$ cat src/rtl/data_stream_gen_if.sv
// Valid/ready word stream between data_stream_gen and its sink.
// master drives data/valid/last, slave returns ready.
interface data_stream_gen_if #(
  parameter int DATA_W = 8
);
  logic [DATA_W-1:0] data;
  logic              valid;
  logic              ready;
  logic              last;

  modport master (
    output data,
    output valid,
    output last,
    input  ready
  );

  modport slave (
    input  data,
    input  valid,
    input  last,
    output ready
  );
endinterface

$ cat src/rtl/data_stream_gen.sv
// Pattern word generator (count/PRBS16/alternate/walking one) on a valid/ready stream.
// Optional DSG_ERR_INJECT_EN: err_inject flips bit 0 of the next transferred word.
module data_stream_gen #(
  parameter int DATA_W = 8,
  parameter int LEN_W  = 16
) (
  input  logic             clk,
  input  logic             rst_n,
  input  logic             start,
  input  logic             abort,
  input  logic [1:0]       mode,
  input  logic [15:0]      seed,
  input  logic [LEN_W-1:0] burst_len,
  input  logic             err_inject,
  output logic             busy,
  output logic             done,
  data_stream_gen_if.master m
);

  localparam logic [0:0] IDLE = 1'b0;
  localparam logic [0:0] RUN  = 1'b1;

  logic [0:0]       state;
  logic [1:0]       cfg_mode;
  logic [LEN_W-1:0] cfg_len;
  logic [LEN_W-1:0] cnt;
  logic [15:0]      gen;
  logic [15:0]      gen_next;
  logic [15:0]      gen_init;
  logic [DATA_W-1:0] w;
  logic [DATA_W-1:0] wn;
  logic             fb;
  logic             err_arm;
  logic             run;
  logic             xfer;
  logic             last_word;
  logic             finish;
  logic             go;

  assign run       = (state == RUN);
  assign xfer      = run & m.ready;
  assign last_word = (cfg_len != '0) &&
                     (cnt == cfg_len - 1'b1);
  assign finish    = run & (abort | (xfer & last_word));
  assign go        = !run & start & !abort;

  assign busy    = run;
  assign m.valid = run;
  assign m.last  = run & last_word;
  assign m.data  = run ?
    (gen[DATA_W-1:0] ^ DATA_W'(err_arm)) : '0;

  // Next generator state for the active pattern.
  always_comb begin
    w        = gen[DATA_W-1:0];
    fb       = gen[0] ^ gen[2] ^ gen[3] ^ gen[5];
    wn       = w;
    gen_next = gen;
    unique case (cfg_mode)
      2'd0: begin
        wn       = w + DATA_W'(1);
        gen_next = 16'(wn);
      end
      2'd1: gen_next = {fb, gen[15:1]};
      2'd2: begin
        wn       = ~w;
        gen_next = 16'(wn);
      end
      default: begin
        wn       = (w << 1) | (w >> (DATA_W - 1));
        gen_next = 16'(wn);
      end
    endcase
  end

  // First word of a burst; zero seed would lock the LFSR.
  always_comb begin
    gen_init = 16'(seed[DATA_W-1:0]);
    unique case (mode)
      2'd1:    gen_init = (seed == 16'd0) ? 16'hACE1 : seed;
      2'd3:    gen_init = 16'd1;
      default: gen_init = 16'(seed[DATA_W-1:0]);
    endcase
  end

  // Burst control, config capture and pattern advance.
  always_ff @(posedge clk) begin
    if (!rst_n) begin
      state    <= IDLE;
      cfg_mode <= 2'd0;
      cfg_len  <= '0;
      cnt      <= '0;
      gen      <= 16'd0;
      done     <= 1'b0;
    end else begin
      done <= finish;
      if (go) begin
        state    <= RUN;
        cfg_mode <= mode;
        cfg_len  <= burst_len;
        cnt      <= '0;
        gen      <= gen_init;
      end else if (finish) begin
        state <= IDLE;
      end else if (xfer) begin
        gen <= gen_next;
        cnt <= cnt + 1'b1;
      end
    end
  end

`ifdef DSG_ERR_INJECT_EN
  // Armed flag corrupts exactly one transferred word.
  always_ff @(posedge clk) begin
    if (!rst_n) begin
      err_arm <= 1'b0;
    end else if (finish) begin
      err_arm <= 1'b0;
    end else if (err_inject) begin
      err_arm <= 1'b1;
    end else if (xfer) begin
      err_arm <= 1'b0;
    end
  end
`else
  logic unused_err;
  assign unused_err = err_inject;
  assign err_arm    = 1'b0;
`endif

endmodule

$ cat src/flat_wrapper.sv
// flat-port wrapper written by rule: the top's interface ports become plain ports
module data_stream_gen_flat 
#(
  parameter int DATA_W = 8,
  parameter int LEN_W  = 16
)
  (clk, rst_n, start, abort, mode, seed, burst_len, err_inject, busy, done, m_data, m_valid, m_last, m_ready);
  data_stream_gen_if #(.DATA_W(DATA_W)) m_i ();
  input  logic clk;
  input  logic rst_n;
  input  logic start;
  input  logic abort;
  input  logic [1:0] mode;
  input  logic [15:0] seed;
  input  logic [LEN_W-1:0] burst_len;
  input  logic err_inject;
  output logic busy;
  output logic done;
  output wire logic [$bits(m_i.data)-1:0] m_data;
  output wire logic [$bits(m_i.valid)-1:0] m_valid;
  output wire logic [$bits(m_i.last)-1:0] m_last;
  input wire logic [$bits(m_i.ready)-1:0] m_ready;
  assign m_data = m_i.data;
  assign m_valid = m_i.valid;
  assign m_last = m_i.last;
  assign m_i.ready = m_ready;
  data_stream_gen #(.DATA_W(DATA_W), .LEN_W(LEN_W)) u_core (.clk(clk), .rst_n(rst_n), .start(start), .abort(abort), .mode(mode), .seed(seed), .burst_len(burst_len), .err_inject(err_inject), .busy(busy), .done(done), .m(m_i));
endmodule
$ cat config.mk
export PLATFORM = sky130hd
export DESIGN_NAME = data_stream_gen_flat
export DESIGN_NICKNAME = d
export VERILOG_FILES = /design/src/rtl/data_stream_gen_if.sv /design/src/rtl/data_stream_gen.sv /design/src/flat_wrapper.sv
export SDC_FILE = /design/constraint.sdc
export NUM_CORES = 1
export LEC_CHECK = 0
export CAP_MARGIN = 5
export CORE_AREA = 2 2 94 96
export DETAILED_ROUTE_END_ITERATION = 10
export DIE_AREA = 0 0 96 98
export GPL_TIMING_DRIVEN = 1
export PLACE_DENSITY = 0.75
export RECOVER_POWER = 25
export SLEW_MARGIN = 20
export SYNTH_ARGS = -nofsm -noshare
export SYNTH_HDL_FRONTEND = slang
export SYNTH_SLANG_ARGS = --single-unit
$ cat constraint.sdc
create_clock -name clk -period 3.7 [get_ports clk]
set_clock_uncertainty 0.15 [all_clocks]
set_input_delay 0.74 -clock clk [delete_from_list [all_inputs] [get_ports clk]]
set_output_delay 0.74 -clock clk [all_outputs]
set_load 0.1 [all_outputs]
==> impl_metrics.csv <==
group,metric,value,unit
status,status,"completed",
route,num_vias,3340,
route,ant_nets,0,
setup_path,path_max_fanout,7,
placed_design,io_buffers,50,
synthesis,syn_inst,436,
sta,rsz0062_at_grt,"no",
setup_path,worst_ep_required_time,2.81,ns
power_and_ir_drop,p_clk_share,26.5,%
global_routing,antenna_found_initial,0,
clock_tree,postCtsHoldBufs,0,
clock_tree,cts_tree,"done",
global_routing,grt_max_degree,54,
cells_and_area,fillers,828,
synthesis,yosysWarningCount,0,
placed_design,gp_congestion,0.896,
job,max_cap_violations,0,
setup_path,r2r_start,"u_core.cfg_len[0]",
synthesis,syn_nets,479,
power_and_ir_drop,ir_drop,0.155,mV
sta,tightest_slew,1.47,ns
clock_tree,clkLatencyLatePin,0.31,ns
clock_tree,clkSinkCount,52,
die,rows,34,
global_routing,grt_overflow,0,
synthesis,syn_area,3420,sq um
die,io_pins,52,
power_and_ir_drop,p_total,1.22,mW
cells_and_area,syn_to_final_growth,17.9,%
setup_path,end_kind,"output port",
min_path,hp-start,"u_core.cfg_len[1]",
cells_and_area,multi_input_area,2190,sq um
die,fp.dieW,96,um
min_path,holdPathStages,2,
global_routing,first_global_vias,3096,
sta,hold_viol_final,0,
route,drt_iter0_markers,153,
synthesis,avgSynthCellArea,7.84,sq um
min_path,hold_path_class,"register to register",
cells_and_area,final_util,47.6,%
setup_path,worstSetupPathType,"register to output port",
setup_path,cp.arrival,2.63,ns
setup_path,r2r_end,"u_core.gen[13]",
sta,fin_ws,0.177,ns
route,wirelength,8470,um
min_path,hold_end,"u_core.cfg_len[1]",
setup_path,ff2ff_setup_slack,0.59,ns
cells_and_area,fin_cells,578,
global_routing,grt_util_all_layers,18.7,%
sta,holdWs,0.335,ns
sta,period_share,95.2,%
global_routing,grt_pass1_wl,14200,um
route,vias_per_cell,5.78,
placed_design,dpl_cell_area,3910,sq um
sta,maxSlewViolCount,0,
cells_and_area,nNetsFinal,513,
sta,period_needed,3.52,ns
synthesis,synthFlopType,"dfxtp_1",
clock_tree,clkTransAtPathRegs,0.09,ns
sta,maxSlewHeadroom,1.97,%
clock_tree,cts_root_buf,"clkbuf_8",
placed_design,hpwl,6120,um
sta,max_freq,284,MHz
placed_design,place_ws,0.384,ns
die,dieArea,9410,sq um
cells_and_area,regArea,1040,sq um
route,first_pass_iters,5,
synthesis,synth-edff-count,0,
power_and_ir_drop,switching_power,0.375,mW
placed_design,dp.cells,566,
clock_tree,clockBufferDepth,2,
clock_tree,cts_inserted_buffers,5,
die,start_util,40.4,%
power_and_ir_drop,p_comb_share,22.8,%
setup_path,reg2reg_depth,13,
die,coreArea,8470,sq um
route,drc_errors,0,
die,dieHeight,98,um
sta,finalSetupViolCount,0,
power_and_ir_drop,swShare,30.8,%
power_and_ir_drop,powerDensity,302,nW/um^2
clock_tree,htree_levels,2,
synthesis,ys_ff_latch,52,
sta,tns,0,ns
power_and_ir_drop,sequentialPowerShare,50.7,%
cells_and_area,diodes,0,
power_and_ir_drop,p_int,0.843,mW
cells_and_area,drive_gt1_share,9.57,%
route,wl_per_cell,14.7,um
setup_path,cp-start-kind,"register",
synthesis,synthDistinctLibCells,61,
synthesis,synthArstFlopShare,0,%
synthesis,ys_seq_area_share,30.5,%
cells_and_area,stdcell_area,4030,sq um
power_and_ir_drop,p_leak,1.42,nW
## logic make-up after synthesis
kind of cell | share of synthesized area (%)
fa+ha+maj | 1.10
buf+inv | 5.71
simple gates | 26.3
compound gates | 25.0
flops | 30.5
xor+xnor | 7.43
mux | 3.95
## per-layer routing
metal	wire length [um]	part of all wire, %	GRT usage (%)	vias up
met5	0	0	0	-
met4	142	1.7	6.48	0
met3	433	5.1	3.01	10
met2	4170	49	30.5	111
met1	3730	44	24.7	1577
li1	-	-	-	1642
## worst max-delay path by stage
stage,startpoint,end,cells past startpoint,slack [ns]
finish,u_core.cfg_len[6],m_last,8,0.18
detailed placement,u_core.cfg_len[0],m_last,10,0.38
floorplan,u_core.cfg_len[0],m_last,9,0.05
global placement,u_core.cfg_len[2],m_last,8,0.44
global route,u_core.cfg_len[0],m_last,10,0.01
CTS,u_core.cfg_len[0],m_last,10,0.04
## power by group through the flow
| stage | Sequential (mW) | Clock [mW] | Combinational [mW] |
|---|---|---|---|
| 2_1_floorplan | 0.618 | 0 | 0.198 |
| 3_3_place_gp | 0.628 | 0 | 0.265 |
| 3_5_place_dp | 0.629 | 0 | 0.271 |
| 4_1_cts | 0.616 | 0.328 | 0.272 |
| 5_1_grt | 0.622 | 0.352 | 0.306 |
| 6_report | 0.617 | 0.323 | 0.278 |
## critical path: stages, from the launching register on
cell and delay [ns]:
dfxtp_1 0.43, nor4_4 0.45, nand4_2 0.19, mux2_2 0.30
nor3_1 0.21, o311ai_2 0.22, nor2_2 0.16, and2_1 0.19
buf_12 0.18
## registers in the layout (all words and copies together), names as in the netlist
name / cells
u_core.cfg_len: 16
u_core.cnt: 16
u_core.gen: 16
u_core.cfg_mode: 2
u_core.busy: 1
u_core.done: 1
## layout make-up
type	instances	area share, %
multi-input combinational	346	54.2
tap	108	3.35
clock inverter	2	0.310
sequential	52	25.9
inverter	6	0.559
clock buffer	5	1.71
timing repair buffer	59	13.9
## timing repair
action | 4_1_cts | 5_1_grt
setup endpoints to repair | 0 | 1
resized for setup | 0 | 4
setup buffers | 0 | 5
## synth_stat cells (12+ instances only)
| cell type | count | area, sq um |
|---|---|---|
| a21oi_1 | 40 | 200 |
| o21ai_0 | 14 | 70.1 |
| and2_1 | 16 | 100 |
| dfxtp_1 | 52 | 1040 |
| nand3_1 | 12 | 60.1 |
| clkbuf_1 | 22 | 82.6 |
| nand2_1 | 71 | 267 |
| xnor2_1 | 16 | 140 |
| nor2_1 | 30 | 113 |
| xor2_1 | 13 | 114 |
| a211oi_1 | 12 | 90.1 |
## placed cells by master, fill, tap and decap left out, drive strengths merged, types with 3 or more instances in the layout
cell type | netlist | final
o211ai | 4 | 4
nand2 | 71 | 71
a221oi | 6 | 6
or3 | 9 | 9
xor2 | 13 | 13
and4 | 3 | 3
o21ai | 18 | 18
clkdlybuf4s50 | 0 | 38
nor2b | 4 | 4
a211o | 4 | 4
o31ai | 5 | 5
o21a | 5 | 5
a21oi | 40 | 40
and3 | 4 | 4
a31oi | 9 | 9
nand3 | 12 | 12
nor3b | 3 | 3
a211oi | 12 | 12
clkbuf | 22 | 6
inv | 6 | 6
or4 | 4 | 4
ha | 3 | 3
buf | 10 | 19
nor3 | 9 | 9
a222oi | 4 | 4
dfxtp | 52 | 52
nor4 | 6 | 6
and2 | 17 | 17
xnor2 | 16 | 16
nor2 | 30 | 30
mux2i | 9 | 9
Power figures use the tool's default switching activity.
